**config.mk**
```make
export PLATFORM = sky130hd
export DESIGN_NAME = interface_tx
export DESIGN_NICKNAME = d
export VERILOG_FILES = /design/src/rtl/interface_tx.sv
export SDC_FILE = /design/constraint.sdc
export NUM_CORES = 1
export LEC_CHECK = 0
export ABC_AREA = 1
export BUFFER_PORTS_ARGS = -buffer_cell sky130_fd_sc_hd__buf_2
export CAP_MARGIN = 30
export CORE_MARGIN = 3
export CORE_UTILIZATION = 57
export DETAILED_ROUTE_END_ITERATION = 8
export GPL_ROUTABILITY_DRIVEN = 0
export PLACE_DENSITY = 0.82
export SYNTH_ARGS = -nofsm -noshare
export SYNTH_HDL_FRONTEND = slang
export SYNTH_SLANG_ARGS = --single-unit
```
**constraint.sdc**
```tcl
create_clock -name clk -period 1.9 [get_ports clk]
set_input_delay 0.19 -clock clk [delete_from_list [all_inputs] [get_ports clk]]
set_output_delay 0.19 -clock clk [all_outputs]
set_load 0.02 [all_outputs]
```
**src/rtl/interface_tx.sv**
```systemverilog
// Result buffer between the ALU and the UART transmitter: a small circular FIFO
// drained one byte at a time through a tx_start / tx_done_tick handshake.
module interface_tx #(
  parameter int unsigned DBIT   = 8,
  parameter int unsigned FIFO_W = 2
) (
  input  logic            clk,
  input  logic            reset,
  input  logic            wr,
  input  logic [DBIT-1:0] w_data,
  input  logic            tx_done_tick,
  output logic            tx_start,
  output logic [DBIT-1:0] tx_data,
  output logic            tx_full,
  output logic            tx_empty,
  output logic            tx_busy,
  output logic            overflow
);

  localparam int unsigned Depth = 2 ** FIFO_W;
  localparam logic [FIFO_W:0] FullCnt = (FIFO_W + 1)'(Depth);
  localparam logic [FIFO_W:0] CntOne  = (FIFO_W + 1)'(1);
  localparam logic [FIFO_W-1:0] PtrOne = FIFO_W'(1);

  typedef enum logic [1:0] {StIdle, StStart, StWait} state_e;

  state_e            state_q, state_d;
  logic [FIFO_W-1:0] wr_ptr_q, wr_ptr_d;
  logic [FIFO_W-1:0] rd_ptr_q, rd_ptr_d;
  logic [FIFO_W:0]   count_q, count_d;
  logic              tx_start_q, tx_start_d;
  logic [DBIT-1:0]   tx_data_q, tx_data_d;
  logic              overflow_q, overflow_d;
  logic [DBIT-1:0]   mem [Depth];

  logic full, empty, pop, push, drop;

  assign full  = (count_q == FullCnt);
  assign empty = (count_q == '0);
  // A pop in the same cycle frees a slot, so a write to a full FIFO still lands.
  assign push  = wr & (~full | pop);
  assign drop  = wr & full & ~pop;

  // FIFO bookkeeping
  always_comb begin
    wr_ptr_d   = wr_ptr_q;
    rd_ptr_d   = rd_ptr_q;
    count_d    = count_q;
    overflow_d = overflow_q | drop;
    if (push) wr_ptr_d = wr_ptr_q + PtrOne;
    if (pop)  rd_ptr_d = rd_ptr_q + PtrOne;
    unique case ({push, pop})
      2'b10:   count_d = count_q + CntOne;
      2'b01:   count_d = count_q - CntOne;
      default: count_d = count_q;
    endcase
  end

  // FSM next state
  always_comb begin
    state_d = state_q;
    unique case (state_q)
      StIdle:  if (!empty) state_d = StStart;
      StStart: state_d = StWait;
      StWait:  if (tx_done_tick) state_d = StIdle;
      default: state_d = StIdle;
    endcase
  end

  // FSM outputs (registered) and pop strobe
  always_comb begin
    pop        = 1'b0;
    tx_start_d = 1'b0;
    tx_data_d  = tx_data_q;
    if (state_q == StIdle && !empty) begin
      pop        = 1'b1;
      tx_start_d = 1'b1;
      tx_data_d  = mem[rd_ptr_q];
    end
  end

  always_ff @(posedge clk) begin
    if (reset) begin
      state_q    <= StIdle;
      wr_ptr_q   <= '0;
      rd_ptr_q   <= '0;
      count_q    <= '0;
      tx_start_q <= 1'b0;
      tx_data_q  <= '0;
      overflow_q <= 1'b0;
    end else begin
      state_q    <= state_d;
      wr_ptr_q   <= wr_ptr_d;
      rd_ptr_q   <= rd_ptr_d;
      count_q    <= count_d;
      tx_start_q <= tx_start_d;
      tx_data_q  <= tx_data_d;
      overflow_q <= overflow_d;
    end
  end

  // Storage needs no reset; the pointers define what is valid.
  always_ff @(posedge clk) begin
    if (push) mem[wr_ptr_q] <= w_data;
  end

  assign tx_start = tx_start_q;
  assign tx_data  = tx_data_q;
  assign tx_full  = full;
  assign tx_empty = empty;
  assign tx_busy  = (state_q != StIdle);
  assign overflow = overflow_q;

endmodule

```
# == Word level (Yosys, flattened, before mapping) ==
# Memories as Yosys holds them, arrays and structs flattened. A register that Yosys moved wholly into a read port is not among the register bits.
# Index checks and enable logic that the tools add are counted.
# classes
muxes,7
n_eq_ne,7
n_bitwise,7
reduce_logical,7
addsub,4
# ops
cell,n
$pmux W2 S3,1
$pmux W3 S2,1
$add A2 B1 Y2 const B,2
$eq A2 B1 Y1 const B,2
$eq A2 B2 Y1 const B,2
$mux W2,2
$ne A2 B2 Y1 const B,2
$reduce_bool A2 Y1,2
$add A3 B1 Y3 const B,1
$and A1 B1 Y1,3
$eq A3 B3 Y1 const B,1
$logic_not A3 Y1,1
$mux W1,3
$sub A3 B1 Y3 const B,1
$logic_not A2 Y1,1
$not A1 Y1,2
$or A1 B1 Y1,2
$reduce_and A2 Y1,1
$logic_and A1 B1 Y1,1
$logic_not A1 Y1,1
# totals
n_memories,1
out_inout_bits,13
ff_bits,11
wordCells,39
input_bits,12
ram_bits,32
# mem_list
name,depth,width,read_ports,rd_ports_with_merged_regs,wr,line,rtl
mem,4,8,1,1,1,34,logic [DBIT-1:0] mem [Depth];

# == Longest topological paths before layout ==
# Gate-level depths: netlist of the first run.
# depth
depth_word,8
ltp_mapped,14
depth_no_buf,14

# == Least setup slack after synthesis of the first run ==
# No wires, ideal clock.
# synth_path
path_kind,register to register
start,register state_q[0]
end,register count_q[2]
stages_incl_launch_ff,14
required_time_ns,1.787
path_buffers,0
setup_slack_ns,0.096
arrival_ns,1.691
setup_time_ns,0.113
period_less_slack_ns,1.804
cell_sequence,dfxtp_1 > inv_1 > nand2_2 > nand3_1 > nand2_1 > ha_1 > inv_1 > fa_1 > inv_1 > nand2_1 > nand3_1 > nand2_1 > nand2_1 > nor2_1
# synth_via
elab_chain_len,7
word_cells_on_any_way,9
classes_between,eq/ne (2); mux (2); bitwise (2); reduce/logical (3)
# synth_rtl
element,line,rtl
start: declaration,27,"state_e state_q, state_d;"
start signal: assignment,84,state_q <= StIdle;
start signal: assignment,92,state_q <= state_d;
$logic_not A2 Y1 *,75,if (state_q == StIdle && !empty) begin
$logic_and A1 B1 Y1 *,75,
$mux W1 *,75,
$or A1 B1 Y1,41,assign push = wr & (~full | pop);
$and A1 B1 Y1,41,
$eq A2 B1 Y1 or $eq A2 B2 Y1 (tied branches),52,"unique case ({push, pop})"
$pmux W3 S2 or $reduce_bool A2 Y1 (tied branches),n/a,
end signal: assignment,95,count_q <= count_d;
end: declaration,30,"logic [FIFO_W:0] count_q, count_d;"
# Every way passes the cells marked *; elsewhere a longest branch is shown, timed or not.
# A chain may end at the register's enable or synchronous reset.

# == Final worst setup path of the first run ==
# layout_path
start,register count_q[2]
end,register count_q[2]
# layout_via
elab_chain_len,8
word_cells_on_any_way,14
classes_between,add/sub (2); eq/ne (3); mux (2); bitwise (3); reduce/logical (4)
# layout_rtl
element,line,rtl
$logic_not A3 Y1 *,39,assign empty = (count_q == '0);
$logic_not A1 Y1 *,75,
$logic_and A1 B1 Y1 *,75,
$mux W1 *,75,
net pop,36,"logic full, empty, pop, push, drop;"
$or A1 B1 Y1,41,
$and A1 B1 Y1,41,
$eq A2 B1 Y1 or $eq A2 B2 Y1 (tied branches),52,
$pmux W3 S2 or $reduce_bool A2 Y1 (tied branches),n/a,
# Mark *: on every way through the listed nets, which the timed path passes. The rest lies on a longest branch.

==> impl_metrics.toml, run 1 <==
[critical_path]
max_stage_delay_ns = 0.37
crit_buf_inv = 4
crit_chain = "inv_1, nand2_2, nand2_2, inv_1, ha_2, inv_1, fa_2, inv_1, nand2_1, nand3_1, nand2_1, nand2_1, nor2_1"
path_depth = 13
slowest_stage = "dfxtp_1"
crit_top_cell = "inv_1"
critical_path_class = "register to register"
r2r_cells = 13
cp-end-kind = "register"
crit_arrival_ns = 1.97
startpoint = "count_q[2]"
path_max_fanout = 4
r2r_start = "count_q[2]"
critPathTopFamily = "adder cells"
required_ns = 2.11
start_kind = "register"

[final_layout]
num-fill-cells = 305
layout.nets = 314
utilization = 0.684
antennaDiodeCount = 0
regArea_um2 = 1340
multi_input_area_um2 = 658
area_growth_pct = 12.4
drive_gt1_frac = 0.195

[logic_synthesis]
synth.distinct_cells = 22
syn_area_um2 = 2310
synth_area_leaders = "edfxtp_1 42%, dfxtp_1 16%, nand2_1 10%"
ys_seq_area_frac = 0.580
yosysWarnings = 0
synthArstFlopShare = 0
yosys.area_share.simple = 0.221
synth_top_family_by_area = "simple AND/OR/NAND/NOR gates"
synthesis.area_per_instance_um2 = 8.90
syn_inst = 260
synthAdderAreaFrac = 0.0357
synth_xor_xnor_area_share = 0
synth_edf_count = 32
ys_seq_elements = 51
synth_mux_area_frac = 0
syn_nets = 278
synth_top_area_frac = 0.415
synth_top_area_cell = "edfxtp_1"
synth_most_common_cell = "nand2_1"
synth_compound_area_frac = 0.0233
synth_common_cells = "64 x nand2_1, 59 x inv_1, 32 x edfxtp_1"
synth_ff_type = "edfxtp_1"

[cts]
cts_root_buffer = "clkbuf_8"
worstSkewPairLatency_ns = 0.31
clk_pin_slew_ns = 0.09
clk_path_buf_depth = 2
h-tree-depth = 2
cts_made_buffers = 5
cts_tree = "yes"
clock_sinks = 51

[run]
max-cap-violations = 0

[floorplan]
fp-row-count = 22
die_area_um2 = 4860
die_y_um = 69.7
ios = 25
fp.coreArea_um2 = 3800
die_x_um = 69.7
initial_core_util = 0.609

[drt]
drt_pass1_iterations = 4
drc = 0
wl_per_cell_um = 11.4
num_vias = 1611
routed_wl_mm = 3.93
final_antenna_net_count = 0
drt_iter0_drc = 80
vias_per_cell = 4.67

[global_route]
grt_pass1_wl_mm = 6.31
antenna_found_initial = 0
grt_pass1_vias = 1385
grt_overflow = 0
grtUsageTotal = 0.169
grt_max_degree = 21

[power_and_ir_drop]
peakVddDrop_uv = 570
power_density_nw_per_um2 = 1370
p_total_mw = 3.56
power.leakage_nw = 1.28

[timing]
setup_tns_ns = 0
setup_viol = 0
slew_violations = 0
fin_worst_skew_ns = 0.00474
timing.slew.headroom = 0.707
fin_ws_ns = 0.143
worst_pin_slew_ns = 0.439
clock.fmax_mhz = 569
final_period_minus_worst_setup_slack_ns = 1.76
hold_viol_final = 0
whs_ns = 0.0944
finalCritPeriodShare = 0.925

[placement]
dp_hpwl_mm = 2.79
place_ws_ns = 0.163
numPortBuffers = 24

[worst_hold_path]
hold_path_class = "input pin to register"
hp-start = "w_data[7]"
holdPathStages = 1

[status]
status = "complete, no violations"
[per-stage QoR]
step,cell area (µm²),instances
after floorplan,2310,260
after global placement,2490,336
after detailed placement,2490,336
after CTS,2580,344
after global routing,2600,345
final,2600,345
[metal layers]
metal  track usage  vias to the layer above  routed length, µm
met5             0                        -                  0
met3        0.0493                        8                208
li1              -                      854                  -
met2         0.272                       40               1970
met1         0.211                      709               1680
met4        0.0745                        0                 67
[power breakdown]
group	internal, mW	switching, mW	total, mW	leakage (nW)
logic	0.513	0.978	1.49	0.784
registers	1.37	0.0843	1.45	0.451
clock network	0.265	0.355	0.620	0.0418
[logic make-up (layout without fill, tap and decap cells)]
kind of cell,count (synthesis),in the layout
buffers and inverters,69,106
adders and majority gates,6,6
DFF,51,51
and+or+nand+nor,124,124
AOI/OAI and AO/OA,10,10
[sequential cells by signal (all words and copies together), names as in the netlist]
name and count:
overflow 1, state_q 2, tx_data 8, tx_start 1
mem 32, count_q 3, rd_ptr_q 2, wr_ptr_q 2
[cells in the final DEF (no fill, tap or decap), types with 2 or more instances in the layout]
| master | synthesis | routed |
|---|---|---|
| nand2_1 | 64 | 64 |
| inv_1 | 59 | 58 |
| buf_2 | 1 | 24 |
| nand2_2 | 6 | 6 |
| nand3_1 | 22 | 21 |
| o21ai_0 | 3 | 3 |
| a21oi_1 | 5 | 5 |
| inv_2 | 1 | 2 |
| ha_1 | 5 | 4 |
| edfxtp_1 | 32 | 32 |
| clkbuf_8 | 1 | 5 |
| dfxtp_1 | 19 | 18 |
| buf_4 | 0 | 12 |
| nor2_1 | 30 | 30 |
[path summary, 6_finish.rpt]
| path | endpoint | slack [ns] |
|---|---|---|
| hold / removal | mem[3][7] | 0.09 |
| hold reg to reg | overflow | 0.45 |
| setup / recovery | count_q[2] | 0.14 |
| setup reg to reg | count_q[2] | 0.14 |
[layout make-up]
class,count,area share
clock inverters,2,0.00626
well taps,48,0.0231
repair buffers,36,0.0808
clock buffers,6,0.0279
inverters,62,0.0924
multi-input cells,140,0.253
flip-flops and latches,51,0.516
[what timing repair did]
| action | in CTS | in global routing |
|---|---|---|
| hold buffers | 0 | 0 |
| resized for setup | 0 | 5 |
| endpoints found under the hold margin | 0 | 0 |
| setup buffers | 0 | 1 |
| setup endpoints to repair | 0 | 1 |
[worst register-to-register path: cells and delay by family (launching register included)]
family	cells	cell delay (ns)
fa+ha+maj	2	0.51
flops	1	0.37
simple gates	7	0.45
buf+inv	4	0.31
No activity file was read; power rests on OpenSTA's default activity.
==> run 2: changes to the inputs <==
Settings changed: REMOVE_ABC_BUFFERS set to 1.
==> run 2 against run 1 <==
Against the previous run: wire length is 0.46% higher; via count is 2.2% higher; critical path depth is 1 lower; setup slack better by 0.029 ns.
==> impl_metrics.toml, run 2 (synthesized netlist as in run 1, its figures left out) <==
[critical_path]
slowest_stage = "dfxtp_1"
crit_top_cell = "nand2_1"
required_ns = 2.10
r2r_start = "count_q[1]"
critPathTopFamily = "simple AND/OR/NAND/NOR gates"
crit_arrival_ns = 1.93
r2r_cells = 12
critical_path_class = "register to register"
max_stage_delay_ns = 0.36
path_max_fanout = 4
cp-end-kind = "register"
start_kind = "register"
crit_chain = "nor2_2, nand3_2, nand2_2, ha_2, inv_1, fa_2, inv_1, nand2_1, nand3_1, nand2_1, nand2_1, nor2_1"
r2r_slack_ns = 0.17
crit_buf_inv = 2
r2r_end = "count_q[2]"

[floorplan]
die_x_um = 69.7
initial_core_util = 0.609
ios = 25
die_area_um2 = 4860
die_y_um = 69.7
fp.coreArea_um2 = 3800
fp-row-count = 22

[timing]
setup_viol = 0
fin_worst_skew_ns = 0.00806
hold_viol_final = 0
whs_ns = 0.0927
slew_violations = 0
setup_tns_ns = 0
worst_pin_slew_ns = 0.490
final_period_minus_worst_setup_slack_ns = 1.73
finalCritPeriodShare = 0.909
clock.fmax_mhz = 579
timing.slew.headroom = 0.673
rsz0062_at_grt = "false"

[final_layout]
regArea_um2 = 1340
multi_input_area_um2 = 661
fin_cells = 343
layout_common_cells = "63 x nand2_1, 59 x inv_1, 32 x edfxtp_1, 30 x nor2_1, 24 x buf_2"
antennaDiodeCount = 0
mostFrequentLayoutCell = "nand2_1"
fin_area_um2 = 2590
num-fill-cells = 308
largest_register_ffs = 32
regMostFlops = "mem"
layout.nets = 312
drive_gt1_frac = 0.186
area_growth_pct = 11.8

[drt]
drt_pass1_iterations = 4
routed_wl_mm = 3.94
vias_per_cell = 4.80
drc = 0
num_vias = 1647
final_antenna_net_count = 0
wl_per_cell_um = 11.5
drt_iter0_drc = 104

[cts]
post_cts_buffers = 0
cts_made_buffers = 5
h-tree-depth = 2
clock_sinks = 51
cts_tree = "yes"
clk_pin_slew_ns = 0.09
cts_root_buffer = "clkbuf_8"
worstSkewPairLatency_ns = 0.30
clk_path_buf_depth = 2

[global_route]
antenna_found_initial = 0
grt_pass1_vias = 1510
grt_overflow = 0
grtUsageTotal = 0.175
grt_max_degree = 21
grt_pass1_wl_mm = 6.56

[worst_hold_path]
hold_path_class = "input pin to register"
hold_end = "mem[3][6]"
holdPathStages = 1
hp-start = "w_data[6]"

[power_and_ir_drop]
peakVddDrop_uv = 690
power_density_nw_per_um2 = 1370
power.leakage_nw = 1.27

[placement]
dp_hpwl_mm = 2.69
numPortBuffers = 24
placedCellCount = 335
dpl-instance-area_um2 = 2480

[status]
status = "complete, no violations"

[run]
max-cap-violations = 0
==> run 2: cell types whose count changed in the layout (fill, tap and decap cells not counted) <==
cell,previous run,this run
inv_1,58,59
nand2_2,6,7
inv_2,2,1
dfxtp_2,1,0
buf_4,12,10
dfxtp_1,18,19
nand2_1,64,63
==> run 2: worst max path at each step <==
| stage | from | endpoint | slack (ns) | depth (start not counted) |
|---|---|---|---|---|
| 6_report | count_q[1] | count_q[2] | 0.17 | 12 |
| 4_1_cts | state_q[0] | count_q[2] | 0.1 | 13 |
| 5_1_grt | state_q[1] | count_q[2] | 0.004 | 14 |
| 2_1_floorplan | state_q[0] | count_q[2] | 0.07 | 14 |
| 3_3_place_gp | count_q[0] | count_q[2] | 0.24 | 12 |
| 3_5_place_dp | state_q[0] | count_q[2] | 0.12 | 13 |
==> run 2: per-stage QoR <==
stage	setup WS, ns	power [mW]	util
floorplan	0.0669	2.49	-
global placement	0.241	2.86	0.654
detailed placement	0.117	2.92	0.654
CTS	0.0954	3.55	0.678
global route	0.00354	3.82	0.681
finish	0.172	3.54	0.681
==> run 2: report_power, final <==
part	leakage (nW)	internal, mW	switching, mW
registers	0.451	1.37	0.107
clock network	0.0418	0.265	0.349
logic	0.773	0.499	0.953
total	1.27	2.13	1.41
==> run 2: per-layer routing <==
metal	vias up	GRT usage	share of wire	routed length [µm]
li1	851	-	-	-
met2	32	0.318	0.52	2060
met3	5	0.0493	0.050	199
met5	-	0	0	0
met4	0	0.0468	0.010	40
met1	759	0.200	0.42	1650
==> run 2: layout make-up <==
class                           count  share of cell area
Sequential cell                    51               0.519
Timing Repair Buffer               34              0.0755
Tap cell                           48              0.0232
Clock buffer                        6              0.0281
Multi-Input combinational cell    140               0.255
Clock inverter                      2             0.00629
Inverter                           62              0.0929
==> run 2: repair_timing <==
item                                    in CTS  in global routing
endpoints found under the setup margin       0                  1
resized for setup                            0                  4
hold buffers                                 0                  0
==> run 3: changes to the inputs <==
Settings changed: CORE_UTILIZATION 57 to 60, CTS_BUF_LIST set to sky130_fd_sc_hd__clkbuf_8, PLACE_DENSITY 0.82 to 0.85.
==> run 3 against run 2 <==
Against the previous run: wire length grew 0.35%; combinational power grew 3%; clock skew shrank 0.0017 ns; worst hold slack gained 0.0060 ns; global-route usage grew 1.3 points; setup slack lost 0.044 ns; final cell count shrank 1.2%; sequential share of layout area grew 0.095 points; core utilization grew 5.4 points; die area shrank 4.6%; final area is essentially flat; critical path depth grew 2; largest cell class unchanged; highest routed layer unchanged.
==> impl_metrics.toml, run 3 (synthesized netlist as in run 1, its figures left out) <==
[floorplan]
die_area_um2 = 4640
ios = 25
initial_core_util = 0.657
die_y_um = 68.1
fp-row-count = 21
fp.coreArea_um2 = 3520
die_x_um = 68.1

[timing]
timing.slew.headroom = 0.702
setup_tns_ns = 0
setup_viol = 0
hold_viol_final = 0
slew_violations = 0
finalCritPeriodShare = 0.933
clock.fmax_mhz = 564
final_period_minus_worst_setup_slack_ns = 1.77
fin_ws_ns = 0.128
worst_pin_slew_ns = 0.447
fin_worst_skew_ns = 0.00636

[power_and_ir_drop]
clockPowerShare = 0.174
power.leakage_nw = 1.26
power_density_nw_per_um2 = 1390
power.internal_mw = 2.16
seqPwrFrac = 0.409
p_switching_mw = 1.43
p_total_mw = 3.59
p_sw_frac = 0.398
peakVddDrop_uv = 732
pwr-share-comb = 0.417

[final_layout]
mostFrequentLayoutCell = "nand2_1"
layout_common_cells = "63 x nand2_1, 58 x inv_1, 32 x edfxtp_1, 30 x nor2_1, 24 x buf_2"
layout.nets = 310
largest_register_ffs = 32
area_growth_pct = 11.9
num-fill-cells = 245
antennaDiodeCount = 0
fin_cells = 339
drive_gt1_frac = 0.195
regMostFlops = "mem"

[drt]
drt_iter0_drc = 132
vias_per_cell = 4.74
drt_pass1_iterations = 4
wl_per_cell_um = 11.7
drc = 0
num_vias = 1607
routed_wl_mm = 3.96
final_antenna_net_count = 0

[placement]
place_ws_ns = 0.0258
dp_hpwl_mm = 2.60
numPortBuffers = 24
placedCellCount = 331

[cts]
cts.hold.buffers_added = 0
cts_root_buffer = "clkbuf_8"
post_cts_buffers = 0
clk_path_buf_depth = 2
clock_sinks = 51
cts_made_buffers = 5
worstSkewPairLatency_ns = 0.30
clk_pin_slew_ns = 0.09
h-tree-depth = 2
cts_tree = "yes"
cts-resized-gates = 0

[critical_path]
required_ns = 2.10
r2r_slack_ns = 0.13
r2r_cells = 14
critPathCapture = "count_q[2]"
startpoint = "state_q[1]"
cp-end-kind = "register"
r2r_end = "count_q[2]"
r2r_start = "state_q[1]"
path_max_fanout = 4
crit_arrival_ns = 1.97
critical_path_class = "register to register"
start_kind = "register"

[worst_hold_path]
hp-start = "w_data[2]"
hold_path_class = "input pin to register"

[global_route]
grt_overflow = 0
grt_pass1_wl_mm = 6.12
antenna_found_initial = 0
grt_pass1_vias = 1412
grtUsageTotal = 0.187
grt_max_degree = 21

[status]
status = "complete, no violations"

[run]
max-cap-violations = 0
## run 3: changes by cell type in the layout (fill, tap and decap cells not counted), sizes merged
cell / change
clkinvlp: -1
buf: -2
clkinv: +1
## run 3: stage by stage
stage	utilization	hold WS [ns]	instance area [µm²]
after floorplan	-	0.252	2230
after global placement	0.701	0.403	2470
after detailed placement	0.701	0.409	2470
after CTS	0.727	0.0959	2560
after global routing	0.735	0.0956	2590
final	0.735	0.0987	2590
## run 3: area by class of cell
class                   count  area (µm²)  area share
clock inverters             2        10.0     0.00387
well taps                  46        57.6      0.0222
flip-flops and latches     51        1350       0.520
repair buffers             32         180      0.0696
inverters                  62         240      0.0928
multi-input cells         140         673       0.260
clock buffers               6        82.6      0.0319
## run 3: per-layer routing
metal  wire length (µm)  track usage  vias to the layer above
li1                   -            -                      847
met1               1740        0.227                      705
met2               1890        0.302                       44
met3                217       0.0443                       11
met4                103        0.112                        0
met5                  0            0                        -
## run 3: worst min path at each step
stage	to	slack [ns]	cells past startpoint
4_1_cts	mem[1][2]	0.1	1
3_3_place_gp	mem[1][2]	0.40	1
6_report	mem[1][2]	0.1	1
5_1_grt	mem[0][1]	0.1	1
2_1_floorplan	rd_ptr_q[1]	0.25	1
3_5_place_dp	mem[1][2]	0.41	1
## run 3: worst max-delay path, cell delays in order, from the launching register on
cell	delay, ns
dfxtp_1	0.31
inv_1	0.07
nand2_2	0.11
inv_2	0.10
nand2_2	0.07
inv_2	0.07
ha_2	0.18
inv_1	0.06
fa_2	0.33
inv_1	0.06
nand2_1	0.06
nand3_1	0.10
nand2_1	0.07
nand2_1	0.06
nor2_1	0.04
## run 3: power groups by stage
stage          combinational (mW)  sequential, mW  clock [mW]
2_1_floorplan               0.891            1.60           0
3_3_place_gp                 1.40            1.46           0
3_5_place_dp                 1.43            1.47           0
4_1_cts                      1.44            1.45       0.634
5_1_grt                      1.71            1.49       0.677
6_report                     1.50            1.47       0.624
